## src/rtl/axis_demux_pkg.sv

```systemverilog
// Shared types and constants for the packet-granular 1-to-2 AXI-Stream demux.
// Route state encoding, default widths and port index constants live here.
package axis_demux_pkg;

   localparam int DATA_WIDTH_DEFAULT = 32;
   localparam int CNT_WIDTH_DEFAULT  = 16;

   localparam logic PORT_A = 1'b0;
   localparam logic PORT_B = 1'b1;

   typedef enum logic [1:0] {
      IDLE    = 2'b00,
      ROUTE_A = 2'b01,
      ROUTE_B = 2'b10
   } demux_state_e;

   // Held route for the remainder of a packet whose first beat chose `dest`
   function automatic demux_state_e route_state(input logic dest);
      return (dest == PORT_B) ? ROUTE_B : ROUTE_A;
   endfunction

endpackage

```

## src/rtl/axis_reg_stage.sv

```systemverilog
// One-entry registered AXI-Stream slice: holds tdata/tlast behind a valid flag.
// load_ready is high when the slot is empty or being drained this cycle.
module axis_reg_stage #(
   parameter int DATA_WIDTH = 32
) (
   input  logic                  axis_aclk,
   input  logic                  axis_areset,
   input  logic [DATA_WIDTH-1:0] in_tdata,
   input  logic                  in_tlast,
   input  logic                  in_tvalid,
   output logic                  load_ready,
   output logic                  load,
   output logic [DATA_WIDTH-1:0] m_axis_tdata,
   output logic                  m_axis_tvalid,
   output logic                  m_axis_tlast,
   input  logic                  m_axis_tready
);

   logic                  valid_q;
   logic [DATA_WIDTH-1:0] data_q;
   logic                  last_q;

   assign load_ready = ~valid_q | m_axis_tready;
   assign load       = in_tvalid & load_ready;

   // A simultaneous load and drain keeps valid set and replaces the payload
   always_ff @(posedge axis_aclk or posedge axis_areset) begin
      if (axis_areset) begin
         valid_q <= 1'b0;
         data_q  <= '0;
         last_q  <= 1'b0;
      end else if (load) begin
         valid_q <= 1'b1;
         data_q  <= in_tdata;
         last_q  <= in_tlast;
      end else if (m_axis_tready && valid_q) begin
         valid_q <= 1'b0;
      end
   end

   assign m_axis_tdata  = data_q;
   assign m_axis_tvalid = valid_q;
   assign m_axis_tlast  = last_q;

endmodule

```

## src/rtl/axis_demux.sv

```systemverilog
// Packet-granular 1-to-2 AXI-Stream router: tdest on the first beat picks port A
// or B and the route is held until tlast. Each port sits behind a register stage.
module axis_demux
   import axis_demux_pkg::*;
#(
   parameter int DATA_WIDTH = DATA_WIDTH_DEFAULT,
   parameter int CNT_WIDTH  = CNT_WIDTH_DEFAULT
) (
   input  logic                  axis_aclk,
   input  logic                  axis_areset,

   input  logic [DATA_WIDTH-1:0] s0k_axis_tdata,
   input  logic                  s0k_axis_tvalid,
   output logic                  s0k_axis_tready,
   input  logic                  s0k_axis_tlast,
   input  logic                  s0k_axis_tdest,

   output logic [DATA_WIDTH-1:0] m0a_axis_tdata,
   output logic                  m0a_axis_tvalid,
   input  logic                  m0a_axis_tready,
   output logic                  m0a_axis_tlast,

   output logic [DATA_WIDTH-1:0] m0b_axis_tdata,
   output logic                  m0b_axis_tvalid,
   input  logic                  m0b_axis_tready,
   output logic                  m0b_axis_tlast,

   output logic [CNT_WIDTH-1:0]  pkt_cnt_a,
   output logic [CNT_WIDTH-1:0]  pkt_cnt_b
);

   demux_state_e state;
   logic         dst;
   logic         accept;
   logic         ready_a;
   logic         ready_b;
   logic         load_a;
   logic         load_b;

   // Only a first beat (IDLE, or an unrecognised code) consults tdest
   always_comb begin
      dst = s0k_axis_tdest;
      case (state)
         ROUTE_A: dst = PORT_A;
         ROUTE_B: dst = PORT_B;
         default: dst = s0k_axis_tdest;
      endcase
   end

   assign s0k_axis_tready = (dst == PORT_B) ? ready_b : ready_a;
   assign accept          = s0k_axis_tvalid & s0k_axis_tready;

   always_ff @(posedge axis_aclk or posedge axis_areset) begin
      if (axis_areset) begin
         state <= IDLE;
      end else begin
         case (state)
            IDLE: begin
               if (accept && !s0k_axis_tlast)
                  state <= route_state(s0k_axis_tdest);
            end
            ROUTE_A, ROUTE_B: begin
               if (accept && s0k_axis_tlast)
                  state <= IDLE;
            end
            default: state <= IDLE;
         endcase
      end
   end

   axis_reg_stage #(
      .DATA_WIDTH (DATA_WIDTH)
   ) u_stage_a (
      .axis_aclk     (axis_aclk),
      .axis_areset   (axis_areset),
      .in_tdata      (s0k_axis_tdata),
      .in_tlast      (s0k_axis_tlast),
      .in_tvalid     (s0k_axis_tvalid && (dst == PORT_A)),
      .load_ready    (ready_a),
      .load          (load_a),
      .m_axis_tdata  (m0a_axis_tdata),
      .m_axis_tvalid (m0a_axis_tvalid),
      .m_axis_tlast  (m0a_axis_tlast),
      .m_axis_tready (m0a_axis_tready)
   );

   axis_reg_stage #(
      .DATA_WIDTH (DATA_WIDTH)
   ) u_stage_b (
      .axis_aclk     (axis_aclk),
      .axis_areset   (axis_areset),
      .in_tdata      (s0k_axis_tdata),
      .in_tlast      (s0k_axis_tlast),
      .in_tvalid     (s0k_axis_tvalid && (dst == PORT_B)),
      .load_ready    (ready_b),
      .load          (load_b),
      .m_axis_tdata  (m0b_axis_tdata),
      .m_axis_tvalid (m0b_axis_tvalid),
      .m_axis_tlast  (m0b_axis_tlast),
      .m_axis_tready (m0b_axis_tready)
   );

   // A packet counts as forwarded once its tlast beat is captured by the stage
   always_ff @(posedge axis_aclk or posedge axis_areset) begin
      if (axis_areset) begin
         pkt_cnt_a <= '0;
         pkt_cnt_b <= '0;
      end else begin
         if (load_a && s0k_axis_tlast)
            pkt_cnt_a <= pkt_cnt_a + CNT_WIDTH'(1);
         if (load_b && s0k_axis_tlast)
            pkt_cnt_b <= pkt_cnt_b + CNT_WIDTH'(1);
      end
   end

endmodule

```

## config.mk

```make
export PLATFORM = sky130hd
export DESIGN_NAME = axis_demux
export DESIGN_NICKNAME = d
export VERILOG_FILES = /design/src/rtl/axis_demux_pkg.sv /design/src/rtl/axis_reg_stage.sv /design/src/rtl/axis_demux.sv
export SDC_FILE = /design/constraint.sdc
export NUM_CORES = 1
export LEC_CHECK = 0
export CORE_ASPECT_RATIO = 0.7
export CORE_MARGIN = 3
export CORE_UTILIZATION = 31
export CTS_CLUSTER_SIZE = 28
export DETAILED_ROUTE_END_ITERATION = 16
export SKIP_CTS_REPAIR_TIMING = 1
export SYNTH_ARGS = -nofsm -noshare
export SYNTH_HDL_FRONTEND = slang
export SYNTH_SLANG_ARGS = --single-unit
```

## constraint.sdc

```tcl
create_clock -name axis_aclk -period 7.69 [get_ports axis_aclk]
set_input_delay 0.769 -clock axis_aclk [delete_from_list [all_inputs] [get_ports axis_aclk]]
set_output_delay 0.769 -clock axis_aclk [all_outputs]
set_load 0.005 [all_outputs]
```

==> results_dict.tcl <==
set metrics [dict create \
    async_flop_share 1.000 \
    syn_nets 338 \
    layout_commonest_cell "clkdlybuf4s50_1" \
    firstDrtPassIters 4 \
    min_path_type "flop to flop" \
    seq_area_frac_synth 0.5911 \
    mostFrequentLayoutCells "clkdlybuf4s50_1, dfrtp_1, mux2_2" \
    dieArea_sq_um 15400 \
    tritoncts "built" \
    synth-seq-cells 102 \
    critPathLaunchType "flop" \
    clk_latency_ns 0.34 \
    synthTopCellsByArea "dfrtp_1, mux2_2, mux2_4" \
    ff2ff_setup_slack_ns 4.65 \
    worstMarginPinSlew_ns 1.071 \
    cp_slowest_cell "clkdlybuf4s50_1" \
    status "complete, no violations" \
    wire_per_inst_um 15.25 \
    cp.arrival_ns 2.44 \
    synth.avg_cell_area_sq_um 14.64 \
    r2r-end "state[0]$_DFFE_PP0P_" \
    min-delay-start "pkt_cnt_b[15]$_DFFE_PP0P_" \
    rsz0062_at_grt "no" \
    cts_made_buffers 9 \
    reg2reg_depth 6 \
    final_core_util 0.4643 \
    die_x_um 147.1 \
    clock-sinks 102 \
    drive_gt1_frac 0.2109 \
    netlist_area_sq_um 4318 \
    setup_viol 0 \
    worstSetupEndpointType "primary output" \
    grt_antenna_before_repair 0 \
    finalWirelength_um 9544 \
    finalCritPeriodShare 0.4169 \
    hold-path-cell-count 1 \
    syn_inst 295 \
    drtIter0Drc 84 \
    dpl.hpwl_um 6685 \
    vias_per_cell 4.486 \
    crit_chain "inv_1, ha_1, mux2_2, a21oi_1, clkdlybuf4s50_1" \
    ys_types 33 \
    grt_pass1_wl_um 15850 \
    fin_crit_ns 3.206 \
    core_area_sq_um 13400 \
    grt_pass1_vias 2904 \
    die_h_um 104.7 \
    fmax_mhz 311.9 \
    finalHoldViolations 0 \
    yosys.area.top_type "dfrtp_1" \
    synth-edff-count 0 \
    cp_max_fo 7 \
    globalplace.congestion 0.7106 \
    tns_ns 0 \
    grt-ovfl-total 0 \
    drv_slew 0 \
    clk_pin_slew_worst_paths_ns 0.07 \
    cts_max_level 3 \
    diodes 0 \
    clockRootBuffer "clkbuf_16" \
    netlist.area_leader.share 0.5911 \
    slew_headroom 0.2852 \
    ir_drop_mv 0.1381 \
    slowest_delay_ns 0.52 \
    finalClockSkew_ns 0.01066 \
    ys.flop_type "dfrtp_1" \
    worstSetupPathType "flop to primary output" \
    portBuffers 139 \
    leakage_uw 0.002643 \
    drt_drc_violations_left 0 \
    crit_required_ns 6.92 \
    r2r_start "state[1]$_DFFE_PP0P_" \
    nets 480 \
    yosys_warnings 0 \
    clk_path_buf_depth 2 \
    p_per_area_nw_per_um2 371.6 \
    syn_to_final_growth_pct 44.10 \
    grt_max_degree 67 \
    holdPathEnd "pkt_cnt_b[15]$_DFFE_PP0P_" \
    vias 2808 \
    gr-usage-all-layers 0.1272 \
    drt.antenna.violating_nets 0 \
    rows 35 \
    cap_viol_max_count 0 \
    io_pins 140 \
    initial_utilization 0.3222 \
]
-- layout make-up --
type / count / area [sq um]
fill: 1218 / 7178
sequential: 102 / 2552
multi-input combinational: 177 / 1672
timing repair buffer: 141 / 1406
tap: 185 / 231.5
clock buffer: 10 / 229.0
clock inverter: 5 / 106.4
inverter: 6 / 25.02
-- Yosys cell counts (6+ instances only) --
cell type	n
xnor2_1	24
inv_1	6
xor2_1	6
nand2_1	16
nand3_1	13
mux2_4	27
nor2_1	6
mux2_2	40
dfrtp_1	102
nand4_1	10
-- metal layers --
layer / global-route usage / vias to the layer above / wire length [um] / share of wire
met3: 0.04378 / 10 / 649 / 0.068
met4: 0.02793 / 0 / 99 / 0.010
met1: 0.1800 / 1386 / 4605 / 0.48
met2: 0.1892 / 91 / 4190 / 0.44
met5: 0 / - / 0 / 0
li1: - / 1321 / - / -
-- critical path: cells and delay by family (launching register included) --
kind	cells	cell delay [ns]
buffers and inverters	2	0.58
muxes	1	0.47
adders and majority gates	1	0.45
DFF	1	0.42
AOI/OAI and AO/OA	1	0.18
-- metrics by stage --
step           cells  setup slack [ns]  power, uW  hold WS, ns  instance area, sq um
2_1_floorplan    295             4.246       1304       0.4684                  4318
6_report         626             4.484       2312       0.4737                  6222
3_3_place_gp     611             4.419       1808       0.4627                  5887
3_5_place_dp     611             4.325       1823       0.4665                  5887
4_1_cts          626             4.465       2349       0.4788                  6222
5_1_grt          626             4.374       2450       0.4912                  6222
-- how the worst max path moves through the flow --
stage               slack (ns)                  from                        to
floorplan                 4.25           axis_areset  pkt_cnt_a[0]$_DFFE_PP0P_
global placement          4.42        s0k_axis_tdest      state[0]$_DFFE_PP0P_
detailed placement        4.33        s0k_axis_tdest      state[1]$_DFFE_PP0P_
CTS                       4.47  state[1]$_DFFE_PP0P_           s0k_axis_tready
global route              4.37  state[1]$_DFFE_PP0P_           s0k_axis_tready
finish                    4.48  state[1]$_DFFE_PP0P_           s0k_axis_tready
-- cells by family (layout without fill, tap and decap cells) --
| kind of cell | after synthesis | after routing | synth area share |
|---|---|---|---|
| flops | 102 | 102 | 0.5911 |
| xor+xnor | 30 | 30 | 0.06085 |
| mux | 68 | 68 | 0.2034 |
| fa+ha+maj | 4 | 4 | 0.01159 |
| compound gates | 11 | 11 | 0.02057 |
| buf+inv | 16 | 162 | 0.02318 |
| simple gates | 64 | 64 | 0.08925 |
-- power breakdown --
group / internal, uW / switching (uW) / total, uW
Clock: 318 / 194 / 512
Sequential: 746 / 136 / 882
Combinational: 625 / 292 / 917
Total: 1690 / 623 / 2310
-- flip-flops by register name, summed over array words and instances, names as in the netlist --
signal,flops
pkt_cnt_a,16
pkt_cnt_b,16
state,2
u_stage_a.m_axis_tdata,32
u_stage_a.m_axis_tlast,1
u_stage_a.m_axis_tvalid,1
u_stage_b.m_axis_tdata,32
u_stage_b.m_axis_tlast,1
u_stage_b.m_axis_tvalid,1
No activity file was read; power rests on OpenSTA's default activity.
